<file path="src/rtl/cory_fifo_pkg.sv">
// Shared constants and elaboration helpers for the cory_fifo elastic buffer.
// Imported by the buffer top and its storage array.
package cory_fifo_pkg;

   localparam int CORY_FIFO_N_DEFAULT = 64;
   localparam int CORY_FIFO_D_DEFAULT = 4;

   // Smallest r with (1 << r) >= value; usable in parameter expressions.
   function automatic int clog2(input int value);
      int r;
      r = 0;
      for (int i = 0; i < 31; i++) begin
         if ((1 << i) < value) r = i + 1;
      end
      return r;
   endfunction

   function automatic bit depth_ok(input int depth);
      return (depth >= 2) && ((depth & (depth - 1)) == 0);
   endfunction

endpackage

</file>
<file path="src/rtl/cory_fifo_mem.sv">
// D x N register array: synchronous write, asynchronous read,
// asynchronous clear of every entry on reset.
module cory_fifo_mem
   import cory_fifo_pkg::*;
#(
   parameter int N = CORY_FIFO_N_DEFAULT,
   parameter int D = CORY_FIFO_D_DEFAULT,
   parameter int A = clog2(D)
) (
   input  logic         clk,
   input  logic         reset,
   input  logic         we_i,
   input  logic [A-1:0] waddr_i,
   input  logic [N-1:0] wdata_i,
   input  logic [A-1:0] raddr_i,
   output logic [N-1:0] rdata_o
);

   logic [N-1:0] mem_q [D];

   always_ff @(posedge clk or posedge reset) begin
      if (reset) begin
         for (int i = 0; i < D; i++) mem_q[i] <= '0;
      end else if (we_i) begin
         mem_q[waddr_i] <= wdata_i;
      end
   end

   assign rdata_o = mem_q[raddr_i];

endmodule

</file>
<file path="src/rtl/cory_fifo.sv">
// First-word-fall-through valid/ready elastic buffer between cory_s2p and
// cory_slave. Pointers are A+1 bits so full and empty are distinguishable.
module cory_fifo
   import cory_fifo_pkg::*;
#(
   parameter int N = CORY_FIFO_N_DEFAULT,
   parameter int D = CORY_FIFO_D_DEFAULT,
   localparam int A = clog2(D)
) (
   input  logic         clk,
   input  logic         reset,
   input  logic         i_a_v,
   input  logic [N-1:0] i_a_d,
   output logic         o_a_r,
   output logic         o_z_v,
   output logic [N-1:0] o_z_d,
   output logic [A:0]   o_z_s,
   input  logic         i_z_r
);

   if (!depth_ok(D)) begin : g_bad_depth
      $error("ERROR: cory_fifo depth D must be a power of 2 and at least 2");
   end

   // Handshake: a word moves when valid and ready are both high at a rising
   // edge. Ready never depends on valid in the same cycle, on either side.
   logic [A:0] wr_ptr_q, wr_ptr_d;
   logic [A:0] rd_ptr_q, rd_ptr_d;
   logic       a_r_q, a_r_d;
   logic       push, pop;
   logic       full_d;

   assign push  = i_a_v & a_r_q;
   assign pop   = o_z_v & i_z_r;

   assign o_a_r = a_r_q;
   assign o_z_v = (wr_ptr_q != rd_ptr_q);
   assign o_z_s = wr_ptr_q - rd_ptr_q;

   always_comb begin
      wr_ptr_d = wr_ptr_q;
      rd_ptr_d = rd_ptr_q;
      if (push) wr_ptr_d = wr_ptr_q + 1'b1;
      if (pop)  rd_ptr_d = rd_ptr_q + 1'b1;
      // Ready is the registered complement of the post-edge full flag, so a
      // pop from a full buffer reopens the input only on the following cycle.
      full_d = (wr_ptr_d[A-1:0] == rd_ptr_d[A-1:0]) && (wr_ptr_d[A] != rd_ptr_d[A]);
      a_r_d  = !full_d;
   end

   always_ff @(posedge clk or posedge reset) begin
      if (reset) begin
         wr_ptr_q <= '0;
         rd_ptr_q <= '0;
         a_r_q    <= 1'b0;
      end else begin
         wr_ptr_q <= wr_ptr_d;
         rd_ptr_q <= rd_ptr_d;
         a_r_q    <= a_r_d;
      end
   end

   cory_fifo_mem #(
      .N (N),
      .D (D),
      .A (A)
   ) u_mem (
      .clk     (clk),
      .reset   (reset),
      .we_i    (push),
      .waddr_i (wr_ptr_q[A-1:0]),
      .wdata_i (i_a_d),
      .raddr_i (rd_ptr_q[A-1:0]),
      .rdata_o (o_z_d)
   );

`ifndef SYNTHESIS
   // A stalled head word must not move or change until the consumer takes it.
   hold_while_stalled : assert property (
      @(posedge clk) disable iff (reset)
      (o_z_v && !i_z_r) |=> (o_z_v && $stable(o_z_d))
   ) else $error("ERROR: cory_fifo output changed while stalled");
`endif

endmodule

</file>
<file path="config.mk">
export PLATFORM = sky130hd
export DESIGN_NAME = cory_fifo
export DESIGN_NICKNAME = d
export VERILOG_FILES = /design/src/rtl/cory_fifo_pkg.sv /design/src/rtl/cory_fifo_mem.sv /design/src/rtl/cory_fifo.sv
export SDC_FILE = /design/constraint.sdc
export NUM_CORES = 1
export LEC_CHECK = 0
export CORE_MARGIN = 2
export CORE_UTILIZATION = 35
export DETAILED_ROUTE_END_ITERATION = 6
export HOLD_SLACK_MARGIN = 0.05
export MAX_ROUTING_LAYER = met4
export PLACE_DENSITY = 0.61
export SLEW_MARGIN = 20
export SYNTH_ARGS = -nofsm -noshare
export SYNTH_HDL_FRONTEND = slang
export SYNTH_SLANG_ARGS = --single-unit
</file>
<file path="constraint.sdc">
create_clock -name clk -period 27.6 [get_ports clk]
set_clock_uncertainty 0.05 [all_clocks]
set_input_delay 8.28 -clock clk [delete_from_list [all_inputs] [get_ports clk]]
set_output_delay 8.28 -clock clk [all_outputs]
set_load 0.01 [all_outputs]
</file>
==> impl_results.md <==
* Drt via density at 4.87
* Area occupied by multi-input gates at 0.00469 mm2
* DRT Pass-1 Iters at 4
* HPWL after detailed placement at 14400 um
* Post-synthesis register bit count at between 200 and 300
* Critical Path End Type: output pin
* Num CTS Buffers at 29
* P&R area growth vs syn at 24.1%
* Total Wirelength at approximately 24000 um
* RSZ-0062 raised after global routing: false
* CP Data Required Time at 19.27 ns
* CP arrival at 3.20 ns
* Largest net degree at the start of global routing at 99
* Fin Setup TNS at 0 ns
* Tcrit/Tclk final at a little over two fifths
* CTS tree: yes
* Via count of the first global-routing pass at around 7000
* Fillers at 2914
* Synth top area share at about 57%
* Status: finished, final reports clean
* Top Ports at 137
* Initial core utilization at 35.4%
* CTS H-tree lvls at 1
* Die width at 185 um
* Layout cell share with drive strength beyond 1 at 19.5%
* Initial drt markers at about 260
* Chip height at 185 um
* Mapped Cells at around 670
* Distinct cell type count after synthesis at 26
* Synth top area cells: dfrtp_1 57%, mux2_1 23%, mux4_2 13%, mux2_2 2.6%, buf_2 1.5%
* I/O Buffers at roughly 140
* Max cap viols at 0
* Initial antenna violation count at 1
* Total Power at 1.87 mW
* Setup violators final at 0
* Most common cell after layout, fill and taps aside: dfrtp_1
* Clock Pin Slew Worst Setup and Hold Paths at 0.06 ns
* CTS Buffer Depth at 3
* Area leader, netlist: dfrtp_1
* Syn Area/Cell at 17.2 um2
* Post-CTS Repair Setup Buffers at 0
* Achievable Freq at 86.7 MHz
* Post_cts resized at 0
* Avg WL per Cell at about 19 um
* Clk root buf: clkbuf_16
* Synthesized net count at 741
* Final Core Density at 43.9%
* Most frequent cells in the layout: 261 x dfrtp_1, 230 x mux2_1, 136 x clkdlybuf4s50_1
* Via count at 6158
* Synth Cell Area at 0.0115 mm2
* Sequential share of the synthesized area at 57.5%
* Syn. warnings at 0
* GPL Wtd Cong at 0.704
* Site row count at 66
* WS Path Type: reg -> out
* Hold Buf Count CTS at 0
* Clock latency on the worst-skew pair at 0.54 ns
* Sequential cell area at 0.00659 mm2
* Clock period minus worst slack at 11.53 ns
* Hold WC Path Type: reg -> reg
* Final hold violation count at 0
* Maximum vdd drop at 0.0000738 V
* Power Density at 131 mW/mm2
* Setup crit start kind: flip-flop
* Nets at 876
* Core Box Area at 0.0324 mm2
* GRT Overall Usage at between 10% and 20%
* Antenna viol nets, final at 0
* First-pass GRT wire length at a little under 40000 um
* Sink Count at between 200 and 300
* Worst Path Max Fanout at 36
* Worst-Margin Slew at 0.884 ns
* DRC Markers at 0
* Static leakage at 5.85 nW
* Slew Limit Fails at 0
* Overflow after GRT at 0
* Rel. slew slack at 41.1%
* Hold_ws at 0.436 ns
* Die footprint at 0.0342 mm2
registers in the layout, summed over array words and instances (netlist names):
register / flops
rd_ptr_q: 3
wr_ptr_q: 3
u_mem.mem_q: 256
o_a_r: 1
path summary, 6_finish.rpt:
check,depth (start not counted),start,end,slack [ns]
worst min register to register,1,u_mem.mem_q[189],u_mem.mem_q[189],0.44
min in group asynchronous,2,reset,u_mem.mem_q[105],8.20
max in group asynchronous,4,reset,rd_ptr_q[0],17.28
worst max register to register,5,wr_ptr_q[1],u_mem.mem_q[255],25.17
worst min-delay path,1,u_mem.mem_q[189],u_mem.mem_q[189],0.44
worst max-delay path,3,rd_ptr_q[1],o_z_d[42],16.07
logic make-up after synthesis:
kind of cell,Yosys count,synth area share [%]
AND/OR/NAND/NOR,13,0.590
multiplexers,322,38.1
adder cells (fa/ha/maj),8,0.939
flip-flops,263,57.5
buffers and inverters,48,2.04
XOR/XNOR,7,0.601
AO/OA/AOI/OAI,4,0.262
report_power, final:
part	switching (mW)	internal, mW	total (mW)
logic	0.302	0.487	0.788
registers	0.119	0.585	0.705
clock network	0.154	0.219	0.373
synth_stat cells:
master / instances
dfrtp_1: 263
mux2_1: 230
mux4_2: 64
buf_2: 34
mux2_2: 26
ha_1: 7
inv_1: 7
nand2_1: 4
nand3_1: 4
xor2_1: 4
buf_4: 3
clkbuf_1: 3
nor2_1: 2
xnor2_1: 2
a211oi_1: 1
a21o_2: 1
a21oi_1: 1
buf_1: 1
fa_1: 1
mux2_4: 1
mux2_8: 1
nand4bb_1: 1
nor3b_1: 1
o21ai_2: 1
or2_2: 1
xor2_2: 1
metrics by stage:
| stage | area, um2 | setup WS (ns) | instances |
|---|---|---|---|
| detailed placement | 13300 | 16.56 | 1211 |
| finish | 14200 | 16.07 | 1265 |
| global placement | 13300 | 16.60 | 1211 |
| global route | 14200 | 15.86 | 1265 |
| CTS | 14200 | 15.97 | 1264 |
| floorplan | 11500 | 12.03 | 665 |
worst max-delay path: stages, from the launching register on:
cell and delay, ns:
dfrtp_4 0.85, buf_4 0.67, mux4_2 0.61, clkdlybuf4s50_1 0.50
area by class of cell:
cell class | count | share of cell area [%]
clock inverters | 16 | 0.968
diodes | 1 | 0.0176
flip-flops and latches | 263 | 46.3
inverters | 7 | 0.238
repair buffers | 145 | 10.0
clock buffers | 37 | 5.53
well taps | 442 | 3.89
multi-input cells | 354 | 33.0
routing by layer:
| metal | track usage (%) | part of all wire, % | wire length, um | vias up |
|---|---|---|---|---|
| met5 | - | 0 | 0 | - |
| met4 | 3.02 | 1.9 | 448 | 0 |
| met3 | 3.11 | 4.9 | 1160 | 34 |
| met2 | 22.6 | 45 | 10800 | 127 |
| met1 | 20.7 | 48 | 11400 | 3246 |
| li1 | - | - | - | 2751 |
(Power assumes the default switching activity.)
